## src/rtl/phase_scheduler.sv

```systemverilog
`default_nettype none
// ============================================================================
// Module      : phase_scheduler
// Description : Intersection phase sequencer - approach selection from lane
//               queue loads, day/night green timing, pedestrian walk phases
//               and emergency-vehicle preemption.
// Revision    : 1.0 - initial release
// ============================================================================
module phase_scheduler #(
  parameter int DAY_GREEN   = 8,
  parameter int NIGHT_GREEN = 4,
  parameter int YELLOW_T    = 2,
  parameter int ALLRED_T    = 1,
  parameter int PED_T       = 6,
  parameter int EMG_MIN     = 5,
  parameter int MAX_SKIP    = 3,
  parameter int DAY_START   = 6,
  parameter int DAY_END     = 20
) (
  input  logic        clk,
  input  logic        rst,
  input  logic [4:0]  hoursIn,
  input  logic        pedSignal,
  input  logic        emgSignal,
  input  logic [7:0]  emgLane,
  input  logic [63:0] lanes,
  output logic [7:0]  greenOut,
  output logic [7:0]  yellowOut,
  output logic        walkOut,
  output logic [2:0]  phase,
  output logic [1:0]  servedDir,
  output logic [7:0]  countdown
);

  localparam int                 c_skipW      = $clog2(MAX_SKIP + 1);
  localparam logic [c_skipW-1:0] c_maxSkip    = c_skipW'(MAX_SKIP);
  localparam logic [7:0]         c_allredLoad = 8'(ALLRED_T - 1);
  localparam logic [7:0]         c_yellowLoad = 8'(YELLOW_T - 1);
  localparam logic [7:0]         c_pedLoad    = 8'(PED_T - 1);
  localparam logic [7:0]         c_emgLoad    = 8'(EMG_MIN - 1);
  localparam logic [7:0]         c_dayLoad    = 8'(DAY_GREEN - 1);
  localparam logic [7:0]         c_nightLoad  = 8'(NIGHT_GREEN - 1);
  localparam logic [4:0]         c_dayStart   = 5'(DAY_START);
  localparam logic [4:0]         c_dayEnd     = 5'(DAY_END);

  typedef enum logic [2:0] {
    ALLRED = 3'd0,
    GREEN  = 3'd1,
    YELLOW = 3'd2,
    PED    = 3'd3,
    EMG    = 3'd4
  } phaseT;

  phaseT              r_phase, w_phaseNext;
  logic [7:0]         r_countdown, w_countdownNext;
  logic [1:0]         r_servedDir, w_servedDirNext;
  logic [7:0]         r_green, w_greenNext;
  logic [7:0]         r_yellow, w_yellowNext;
  logic               r_walk, w_walkNext;
  logic               r_pedPending, w_pedPendingNext;
  logic               r_emgHold, w_emgHoldNext;
  logic [c_skipW-1:0] r_skip [4];
  logic [c_skipW-1:0] w_skipNext [4];
  logic               w_skipUpdate;

  logic [8:0]         w_load [4];
  logic               w_isDay;
  logic               w_emgActive;
  logic [1:0]         w_emgDir;
  logic [1:0]         w_rotIdx;
  logic               w_forceHit;
  logic [1:0]         w_forceDir;
  logic [8:0]         w_maxLoad;
  logic [1:0]         w_maxDir;
  logic [1:0]         w_selDir;

  // Both lanes of an approach sit in adjacent bits, W in the top pair.
  function automatic logic [7:0] laneMask(input logic [1:0] dir);
    return 8'b1100_0000 >> {dir, 1'b0};
  endfunction

  genvar gi;
  generate
    for (gi = 0; gi < 4; gi++) begin : g_approach
      assign w_load[gi] = {1'b0, lanes[63-16*gi -: 8]} + {1'b0, lanes[55-16*gi -: 8]};
      assign w_skipNext[gi] = (2'(gi) == w_selDir) ? '0 :
                              ((w_load[gi] != 9'd0) && (r_skip[gi] < c_maxSkip)) ? r_skip[gi] + 1'b1 :
                              r_skip[gi];
    end
  endgenerate

  assign w_isDay     = (hoursIn >= c_dayStart) && (hoursIn < c_dayEnd);
  assign w_emgActive = emgSignal && (emgLane != 8'd0);

  always_comb begin
    if (|emgLane[7:6])      w_emgDir = 2'd0;
    else if (|emgLane[5:4]) w_emgDir = 2'd1;
    else if (|emgLane[3:2]) w_emgDir = 2'd2;
    else                    w_emgDir = 2'd3;
  end

  // Walk the rotation starting after the last served approach; strict '>'
  // keeps ties (and the all-zero case) on the earliest candidate.
  always_comb begin
    w_rotIdx   = r_servedDir;
    w_forceHit = 1'b0;
    w_forceDir = r_servedDir + 2'd1;
    w_maxLoad  = '0;
    w_maxDir   = r_servedDir + 2'd1;
    for (int k = 1; k <= 4; k++) begin
      w_rotIdx = r_servedDir + 2'(k);
      if (!w_forceHit && (r_skip[w_rotIdx] >= c_maxSkip)) begin
        w_forceHit = 1'b1;
        w_forceDir = w_rotIdx;
      end
      if (w_load[w_rotIdx] > w_maxLoad) begin
        w_maxLoad = w_load[w_rotIdx];
        w_maxDir  = w_rotIdx;
      end
    end
    w_selDir = w_forceHit ? w_forceDir : w_maxDir;
  end

  always_comb begin
    w_phaseNext      = r_phase;
    w_countdownNext  = r_countdown - 8'd1;
    w_servedDirNext  = r_servedDir;
    w_greenNext      = r_green;
    w_yellowNext     = r_yellow;
    w_walkNext       = r_walk;
    w_pedPendingNext = r_pedPending | pedSignal;
    w_emgHoldNext    = 1'b0;
    w_skipUpdate     = 1'b0;
    case (r_phase)
      ALLRED: begin
        if (r_countdown == 8'd0) begin
          if (w_emgActive) begin
            w_phaseNext     = EMG;
            w_countdownNext = c_emgLoad;
            w_servedDirNext = w_emgDir;
            w_greenNext     = laneMask(w_emgDir);
          end else if (r_pedPending) begin
            w_phaseNext      = PED;
            w_countdownNext  = c_pedLoad;
            w_walkNext       = 1'b1;
            w_pedPendingNext = pedSignal;
          end else begin
            w_phaseNext     = GREEN;
            w_countdownNext = w_isDay ? c_dayLoad : c_nightLoad;
            w_servedDirNext = w_selDir;
            w_greenNext     = laneMask(w_selDir);
            w_skipUpdate    = 1'b1;
          end
        end
      end
      GREEN: begin
        if (w_emgActive && (w_emgDir == r_servedDir)) begin
          w_phaseNext     = EMG;
          w_countdownNext = c_emgLoad;
        end else if (w_emgActive || (r_countdown == 8'd0)) begin
          w_phaseNext     = YELLOW;
          w_countdownNext = c_yellowLoad;
          w_yellowNext    = r_green;
          w_greenNext     = 8'd0;
        end
      end
      YELLOW: begin
        if (r_countdown == 8'd0) begin
          w_phaseNext     = ALLRED;
          w_countdownNext = c_allredLoad;
          w_yellowNext    = 8'd0;
        end
      end
      PED: begin
        if (w_emgActive) begin
          w_phaseNext      = ALLRED;
          w_countdownNext  = c_allredLoad;
          w_walkNext       = 1'b0;
          w_pedPendingNext = 1'b1;
        end else if (r_countdown == 8'd0) begin
          w_phaseNext     = ALLRED;
          w_countdownNext = c_allredLoad;
          w_walkNext      = 1'b0;
        end
      end
      EMG: begin
        if ((w_emgActive && (w_emgDir != r_servedDir)) ||
            (!w_emgActive && (r_emgHold || (r_countdown == 8'd0)))) begin
          w_phaseNext     = YELLOW;
          w_countdownNext = c_yellowLoad;
          w_yellowNext    = r_green;
          w_greenNext     = 8'd0;
        end else begin
          // Minimum served: park the countdown at zero while the vehicle stays.
          w_countdownNext = (r_countdown == 8'd0) ? 8'd0 : r_countdown - 8'd1;
          w_emgHoldNext   = (r_countdown == 8'd0);
        end
      end
      default: begin
        w_phaseNext     = ALLRED;
        w_countdownNext = c_allredLoad;
        w_greenNext     = 8'd0;
        w_yellowNext    = 8'd0;
        w_walkNext      = 1'b0;
      end
    endcase
  end

  always_ff @(posedge clk or posedge rst) begin
    if (rst) begin
      r_phase      <= ALLRED;
      r_countdown  <= c_allredLoad;
      r_servedDir  <= 2'd3;
      r_green      <= 8'd0;
      r_yellow     <= 8'd0;
      r_walk       <= 1'b0;
      r_pedPending <= 1'b0;
      r_emgHold    <= 1'b0;
      for (int i = 0; i < 4; i++) r_skip[i] <= '0;
    end else begin
      r_phase      <= w_phaseNext;
      r_countdown  <= w_countdownNext;
      r_servedDir  <= w_servedDirNext;
      r_green      <= w_greenNext;
      r_yellow     <= w_yellowNext;
      r_walk       <= w_walkNext;
      r_pedPending <= w_pedPendingNext;
      r_emgHold    <= w_emgHoldNext;
      if (w_skipUpdate) begin
        for (int i = 0; i < 4; i++) r_skip[i] <= w_skipNext[i];
      end
    end
  end

  assign greenOut  = r_green;
  assign yellowOut = r_yellow;
  assign walkOut   = r_walk;
  assign phase     = r_phase;
  assign servedDir = r_servedDir;
  assign countdown = r_countdown;

endmodule
`default_nettype wire

```

## config.mk

```make
export PLATFORM = sky130hd
export DESIGN_NAME = phase_scheduler
export DESIGN_NICKNAME = d
export VERILOG_FILES = /design/src/rtl/phase_scheduler.sv
export SDC_FILE = /design/constraint.sdc
export NUM_CORES = 1
export LEC_CHECK = 0
export BUFFER_PORTS_ARGS = -buffer_cell sky130_fd_sc_hd__buf_4
export CAP_MARGIN = 25
export CORE_ASPECT_RATIO = 0.75
export CORE_MARGIN = 2
export CORE_UTILIZATION = 58
export CTS_BUF_LIST = sky130_fd_sc_hd__clkbuf_4
export DETAILED_ROUTE_END_ITERATION = 7
export PLACE_DENSITY = 0.84
export SYNTH_ARGS = -nofsm -noshare
export SYNTH_HDL_FRONTEND = slang
export SYNTH_SLANG_ARGS = --single-unit
```

## constraint.sdc

```tcl
create_clock -name clk -period 10.2 [get_ports clk]
set_input_delay 1.02 -clock clk [delete_from_list [all_inputs] [get_ports clk]]
set_output_delay 1.02 -clock clk [all_outputs]
set_load 0.05 [all_outputs]
```

### Yosys cells after proc, flatten, opt, wreduce, memory -nomap -nowiden

Index checks and enable logic that the tools add are counted.

* add/sub/neg operators: 12
* eq/ne operators: 20
* bitwise gates (word level): 8
* muxes and demuxes: 99
* shift operators: 2
* reductions and logical operators: 46
* $lt $le $gt $ge: 18

Operators by type and width (number)
* $mux W8: 16
* $mux W9: 11
* $bmux W9 S2: 4
* $pmux W8 S4: 2
* $mux W2: 28
* $pmux W8 S5: 1
* $add A8 B8 Y9: 4
* $reduce_bool A9 Y1: 4
* $mux W3: 10
* $gt A9 B9 Y1: 3
* $mux W1: 20
* $bmux W2 S2: 4
* $shr A8 B3 Y8 const A: 2
* $pmux W3 S5: 1
* $ne A2 B2 Y1 const B: 7
* $ge A3 B3 Y1 const B: 4
* $logic_and A1 B1 Y1: 12
* $not A2 Y3: 4
* $add A2 B1 Y2 const B: 5
* $reduce_and A5 Y1: 2
* $reduce_or A2 Y1: 5
* $gt A9 B1 Y1 const B: 1
* $ne A3 B3 Y1 const B: 3
* $ge A2 B2 Y1 const B: 4
* other kinds (28): 48

* bits in registers: 40
* word-level logic and storage cells: 217
* input bits: 81

### Logic depth before layout (Yosys ltp)

Gate-level depths: netlist of run 1.

* depth after elaboration: 22
* mapped depth: 36
* mapped depth without buffers: 33

### Worst setup path before layout of run 1

OpenSTA, ideal clock, no wires.

* path type: input port to flip-flop
* from: input port lanes[16]
* to: register r_green[1], in the netlist greenOut[1]
* data required time: 10.090 ns
* cell stages on the path: 34
* library setup time: 0.110 ns
* slack: 1.699 ns
* data arrival time: 8.390 ns
* buffers on the path: 4
* cell sequence: ha_1 > fa_1 > a211oi_1 > nor2_1 > o31ai_1 > a21boi_0 > mux2i_1 > mux2i_1 > inv_1 > ha_1 > a21oi_1 > o21ai_0 > a211oi_1 > or2_2 > clkbuf_1 > clkbuf_1 > mux2_2 > ha_1 > nand2_1 > or3_1 > a21o_1 > or2_4 > clkbuf_1 > a21o_1 > ha_1 > nor2_1 > or3_1 > a21oi_1 > a21oi_1 > o2111a_1 > or4_4 > buf_6 > o21a_1 > o41ai_1

* cells in the longest elaborated chain, start to end: 18
* elaborated cells between the ends (all ways): 29
* classes of those cells: add/sub: 1; order compare: 4; shift: 1; mux: 23

RTL lines
* start: declaration: RTL line 26 `input logic [63:0] lanes,`
* $add A8 B8 Y9 (*): RTL line 85 `assign w_load[gi] = {1'b0, lanes[63-16*gi -: 8]} + {1'b0, lanes[55-16*gi -: 8]};`
* $bmux W9 S2: RTL line 116, 117
* $mux W9 (implied by the code) (2 in series): RTL line 116, 117
* $gt A9 B1 Y1: RTL line 116 `if (w_load[w_rotIdx] > w_maxLoad) begin`
* $mux W9: RTL line 116
* $gt A9 B9 Y1: RTL line 116
* $mux W9: RTL line 116
* $gt A9 B9 Y1: RTL line 116
* $mux W9: RTL line 116
* $gt A9 B9 Y1: RTL line 116
* $mux W2 (*): RTL line 116
* $mux W2 (*): RTL line 121 `w_selDir = w_forceHit ? w_forceDir : w_maxDir;`
* $shr A8 B3 Y8 (*): RTL line 79 `return 8'b1100_0000 >> {dir, 1'b0};`
* $mux W8 (*): RTL line 142 `end else if (r_pedPending) begin`
* $mux W8 (*): RTL line 137 `if (w_emgActive) begin`
* $mux W8 (*): RTL line 136 `if (r_countdown == 8'd0) begin`
* $pmux W8 S4 (*): RTL line 134 `case (r_phase)`
* end signal: assignment: RTL line 224 `r_green <= w_greenNext;`
* end: declaration: RTL line 57 `logic [7:0] r_green, w_greenNext;`

Every way passes the cells marked *; elsewhere a longest branch is shown, timed or not. The select of a mux whose other input is x is not followed.
A chain may end at the register's enable or synchronous reset.

### Final worst setup path of run 1

* from: input port lanes[0]
* to: register r_green[3], in the netlist greenOut[3]

The elaborated chain is that of the path after synthesis.

==> impl_metrics.csv, run 1 <==
group,metric,value,unit
outcome,status,"finished, final reports clean",
synth,synth_area_per_cell,7.97,sq um
power_and_ir_drop,p_sw_frac,0.581,
detailed_routing,viasPerCell,6.47,
power_and_ir_drop,ir_drop,0.613,mV
sta,relSlewSlack,0.373,
floorplan,pin_count,111,
worst_setup_path,cp.arrival,9.38,ns
power_and_ir_drop,seq_power_share,0.097,
detailed_routing,drtIter0Drc,577,
sta,hold_viol,0,
detailed_routing,wire_per_inst,17.8,microns
synth,ys_top_cells_by_count,"nor2_1 (67), ha_1 (64), nand2_1 (61)",
global_routing,grt_use_total,0.311,
final_layout,final_cell_area,0.00599,sq mm
clocking,cts_tree,"done",
synth,syn_nets,789,
sta,setup_ws,1.05,ns
synth,synth_edf_count,0,
synth,ys_seq_elements,32,
floorplan,die_x,112,microns
power_and_ir_drop,cell_internal_pwr,946,uW
place,io_buffer_count,109,
global_routing,grt_pass1_vias,5074,
detailed_routing,firstDrtPassIters,6,
synth,synth-main-ff-cell,"dfrtp_1",
job,cap_violations,0,
sta,fin_setup_tns,0,ns
floorplan,dieArea,0.00957,sq mm
global_routing,antenna_found_initial,0,
synth,synth_top_area_frac,0.157,
global_routing,grt_overflow,0,
worst_setup_path,critical_path.max_stage_delay,0.59,ns
clocking,clock-root-buffer,"clkbuf_4",
sta,finalMaxSlewViolations,0,
worst_setup_path,crit_start,"lanes[0]",
clocking,cts_setup_buffers,0,
place,dpl.hpwl,12.2,mm
power_and_ir_drop,p_sw,1310,uW
final_layout,diodes,0,
clocking,holdBufCountCts,0,
min_path,holdPathStages,2,
synth,synth_warnings,0,
clocking,clk_pin_slew,0.11,ns
sta,min_period,9.15,ns
detailed_routing,drc,0,
power_and_ir_drop,pwr-share-clk,0.033,
worst_setup_path,cp-start-kind,"input pin",
place,gp_congestion,0.992,
worst_setup_path,crit_type,"input pin to register",
final_layout,area_delta_synth_final,17.5,%
worst_setup_path,reg2reg_depth,26,
clocking,clockBufferDepth,2,
synth,synth_largest_area_cell,"ha_1",
global_routing,grt_pass1_wl,24.6,mm
detailed_routing,postRouteWirelength,14.9,mm
sta,fin_skew,0.00985,ns
sta,rsz0062_at_grt,"no",
detailed_routing,postRouteAntennaNets,0,
worst_setup_path,worst_ep_required_time,10.42,ns
clocking,cts_buffers,5,
clocking,postCtsResizedCells,0,
final_layout,post-route-util,0.706,
floorplan,die_h,85.2,microns
sta,worst_pin_slew,0.940,ns
synth,synth-async-reset-ratio,1.00,
clocking,insertion_delay,0.33,ns
floorplan,placementRows,29,
power_and_ir_drop,combPwrFrac,0.869,
sta,setup_violations,0,
floorplan,core,0.00849,sq mm
place,dp_slack,0.849,ns
final_layout,layout.nets,879,
min_path,worstHoldStart,"yellowOut[5]",
synth,syn-cell-area,0.00510,sq mm
place,placed_area,0.00594,sq mm
worst_setup_path,cp-end-kind,"register",
power_and_ir_drop,p_leak,0.00289,uW
worst_setup_path,crit_path_max_fanout,14,
worst_setup_path,worstReg2RegStart,"servedDir[0]",
worst_setup_path,crit_slowest_cell,"or4_4",
synth,synth_area_leaders,"ha_1 (16%), dfrtp_1 (15%), mux2i_1 (9.6%)",
clocking,cts_max_level,2,
sta,fmax,109,MHz
synth,syn_inst,640,
min_path,hold_class,"register to register",
sta,finalCritPeriodShare,0.897,
synth,ys_types,60,
floorplan,initial_core_util,0.601,
final_layout,drive_above_1_share,0.204,
power_and_ir_drop,p_per_area,377,mW/mm^2
synth,ys_seq_area_frac,0.158,
clocking,cts_sinks,32,
detailed_routing,via_count,5425,
synth,synth.most_common_cell,"nor2_1",
global_routing,grt_max_degree,33,
[state kept, by name, summed over array words and instances (netlist names)]
signal	cells
countdown	8
greenOut	4
phase	3
r_emgHold	1
r_pedPending	1
r_skip	8
servedDir	2
walkOut	1
yellowOut	4
[metal layers]
| layer | share of wire | GRT usage | wire length (microns) |
|---|---|---|---|
| met2 | 0.42 | 0.473 | 6340 |
| met3 | 0.12 | 0.0743 | 1770 |
| met4 | 0.0068 | 0.0322 | 102 |
| met1 | 0.45 | 0.466 | 6720 |
| met5 | 0 | 0 | 0 |
[cell type report]
type                            instances  area (sq um)
Tap cell                              108           135
Timing Repair Buffer                  114           856
Inverter                               22          82.6
Fill cell                             702          2500
Clock inverter                          1          3.75
Clock buffer                            7          52.6
Sequential cell                        32           803
Multi-Input combinational cell        555          4060
[power groups by stage]
stage | clock network, uW | logic, uW | registers (uW)
2_1_floorplan | 0 | 1380 | 299
3_3_place_gp | 0 | 1830 | 218
3_5_place_dp | 0 | 1900 | 221
4_1_cts | 76.3 | 1920 | 218
5_1_grt | 81.9 | 2130 | 227
6_report | 75.5 | 1970 | 220
[cell usage in the layout, fill, tap and decap left out, types with 4 or more instances in the layout]
| cell type | n |
|---|---|
| o41ai_1 | 5 |
| nand3_1 | 13 |
| mux2_2 | 11 |
| xnor2_1 | 14 |
| a21o_1 | 16 |
| a21boi_0 | 5 |
| dfrtp_1 | 30 |
| o21a_1 | 5 |
| ha_1 | 64 |
| o211ai_1 | 6 |
| nor2b_1 | 4 |
| fa_1 | 4 |
| nand2_1 | 61 |
| nor2_1 | 67 |
| o31ai_1 | 8 |
| nor4_1 | 5 |
| nand4_1 | 6 |
| mux2i_1 | 49 |
| a21oi_1 | 44 |
| inv_1 | 22 |
| or3_1 | 4 |
| buf_4 | 114 |
| o22a_1 | 5 |
| nor3_1 | 24 |
| o21ai_0 | 42 |
| xor2_1 | 9 |
| a221o_1 | 4 |
| a211oi_1 | 22 |
| or2_2 | 5 |
| o211a_1 | 5 |
| mux4_2 | 5 |
| clkbuf_4 | 7 |
[path summary, 6_finish.rpt]
check,endpoint,slack [ns]
setup / recovery,greenOut[3],1.05
hold / removal,yellowOut[5],0.54
setup reg to reg,greenOut[3],1.99
min in group asynchronous,r_skip[5],0.77
max in group asynchronous,servedDir[0],9.11
hold reg to reg,yellowOut[5],0.54
[through the flow]
step | cells | power, uW | hold slack, ns
2_1_floorplan | 640 | 1680 | 0.571
3_3_place_gp | 830 | 2040 | 0.488
3_5_place_dp | 831 | 2130 | 0.516
4_1_cts | 839 | 2210 | 0.545
5_1_grt | 839 | 2440 | 0.578
6_report | 839 | 2260 | 0.542
[cell families after synthesis]
family	synth area share
compound gates	0.265
fa+ha+maj	0.173
simple gates	0.176
buf+inv	0.0464
flops	0.158
xor+xnor	0.0395
mux	0.143
[critical path: cells and delay by family]
| kind | cells | cell delay [ns] |
|---|---|---|
| simple gates | 10 | 2.68 |
| buf+inv | 2 | 0.18 |
| fa+ha+maj | 5 | 1.52 |
| compound gates | 13 | 3.16 |
| mux | 3 | 0.79 |
Note: power is estimated with default switching activity, not from simulation.
==> run 2, diff against run 1 <==
REMOVE_ABC_BUFFERS = 1   (was not set)
==> run 2 against run 1 <==
- power rose by 2.1%
- combinational power barely moved
- hold slack got worse by 0.019 ns
- fmax fell by 2.4%
- register-to-register slack improved by 0.04 ns
- routed wire length rose by 3.5%
- cell area rose by 0.40%
- worst setup slack got worse by 0.23 ns
- non-clock buffer count did not move
- critical path type unchanged
- largest power group unchanged
- highest routed layer unchanged
==> impl_metrics.csv, run 2 (synthesized netlist as in run 1, its figures left out) <==
group,metric,value,unit
outcome,status,"finished, final reports clean",
power_and_ir_drop,p_leak,0.00290,uW
global_routing,grt_overflow,0,
global_routing,grt_max_degree,38,
worst_setup_path,r2r_slack,2.03,ns
worst_setup_path,critical_path.max_stage_delay,0.60,ns
global_routing,antenna_found_initial,0,
clocking,clk_pin_slew,0.12,ns
place,dpl.hpwl,12.4,mm
clocking,cts_tree,"done",
final_layout,diodes,0,
floorplan,die_h,85.2,microns
worst_setup_path,cp-end-kind,"register",
final_layout,final_cell_area,0.00602,sq mm
sta,fin_hold_ws,0.523,ns
sta,fin_skew,0.00862,ns
worst_setup_path,reg2reg_depth,27,
min_path,holdPathStages,2,
detailed_routing,drtIter0Drc,500,
floorplan,die_x,112,microns
global_routing,grtUsageMet2,0.497,
clocking,cts_buffers,5,
place,gp_congestion,0.954,
worst_setup_path,crit_path_max_fanout,14,
clocking,clockBufferDepth,2,
floorplan,initial_core_util,0.601,
clocking,clock-root-buffer,"clkbuf_4",
worst_setup_path,reg2reg_to,"greenOut[1]",
worst_setup_path,crit_slowest_cell,"or4_4",
final_layout,num-fill-cells,710,
global_routing,grt.busiest_layer,"met2",
sta,relSlewSlack,0.361,
min_path,hold_class,"register to register",
detailed_routing,drc,0,
place,io_buffer_count,109,
place,placed_area,0.00594,sq mm
global_routing,grt_pass1_wl,25.0,mm
worst_setup_path,worst_ep_required_time,10.43,ns
worst_setup_path,crit_type,"input pin to register",
global_routing,grt.met3_usage,0.0714,
floorplan,pin_count,111,
clocking,cts_sinks,32,
worst_setup_path,worstReg2RegStart,"servedDir[1]",
floorplan,core,0.00849,sq mm
sta,setup_violations,0,
job,cap_violations,0,
power_and_ir_drop,p_per_area,384,mW/mm^2
sta,rsz0062_at_grt,"no",
min_path,min_to,"yellowOut[5]",
power_and_ir_drop,p_total,2310,uW
detailed_routing,viasPerCell,6.51,
detailed_routing,postRouteAntennaNets,0,
sta,fin_setup_tns,0,ns
final_layout,mostFrequentLayoutCells,"buf_4 (114), nor2_1 (67), ha_1 (64)",
worst_setup_path,cp.arrival,9.61,ns
global_routing,grt_pass1_vias,5109,
detailed_routing,wire_per_inst,18.4,microns
sta,finalMaxSlewViolations,0,
global_routing,met1_usage,0.478,
global_routing,grt_use_total,0.323,
sta,min_period,9.38,ns
min_path,worstHoldStart,"yellowOut[5]",
clocking,postCtsResizedCells,0,
clocking,holdBufCountCts,0,
detailed_routing,firstDrtPassIters,5,
worst_setup_path,cp-start-kind,"input pin",
final_layout,drive_above_1_share,0.205,
final_layout,final_common_cell,"buf_4",
clocking,cts_setup_buffers,0,
detailed_routing,via_count,5466,
final_layout,area_delta_synth_final,18.0,%
sta,worst_pin_slew,0.958,ns
sta,fmax,107,MHz
final_layout,layout.nets,879,
clocking,insertion_delay,0.36,ns
final_layout,post-route-util,0.709,
clocking,cts_max_level,2,
sta,finalCritPeriodShare,0.920,
detailed_routing,postRouteWirelength,15.5,mm
floorplan,placementRows,29,
floorplan,dieArea,0.00957,sq mm
sta,hold_viol,0,
power_and_ir_drop,ir_drop,0.292,mV
run 2: how the worst max path moves through the flow:
stage               startpoint           to  slack [ns]  cells after the start
floorplan            lanes[16]  greenOut[1]        2.12                     32
global placement     lanes[16]  greenOut[1]        0.96                     33
detailed placement   lanes[16]  greenOut[1]        0.63                     33
CTS                  lanes[16]  greenOut[1]        1.02                     33
global route         lanes[16]  greenOut[1]        0.35                     33
finish               lanes[16]  greenOut[1]        0.82                     33
run 2: stage by stage:
step           instances  setup slack [ns]
6_report             839             0.819
4_1_cts              839              1.02
2_1_floorplan        609              2.12
5_1_grt              839             0.348
3_5_place_dp         831             0.635
3_3_place_gp         831             0.959
run 2: routing by layer:
layer	routed length, microns	vias to the layer above
met3	1800	19
met5	0	-
li1	-	2597
met2	6640	320
met4	142	0
met1	6870	2530
run 2: power by group:
part | switching (uW) | internal (uW) | total [uW]
Sequential | 67.9 | 163 | 231
Clock | 51.0 | 51.0 | 102
Combinational | 1220 | 750 | 1970
run 2: layout make-up:
type                       instances  area [sq um]  area share
sequential                        32           803       0.133
tap                              108           135      0.0225
clock inverter                     3          42.5     0.00707
multi-input combinational        555          4060       0.675
timing repair buffer             114           856       0.142
inverter                          22          82.6      0.0137
clock buffer                       5          37.5     0.00624
run 2: critical path: cells and delay by family:
kind / cells / cell delay (ns)
fa+ha+maj: 5 / 1.51
mux: 3 / 0.93
compound gates: 13 / 3.34
simple gates: 10 / 2.64
buf+inv: 2 / 0.18
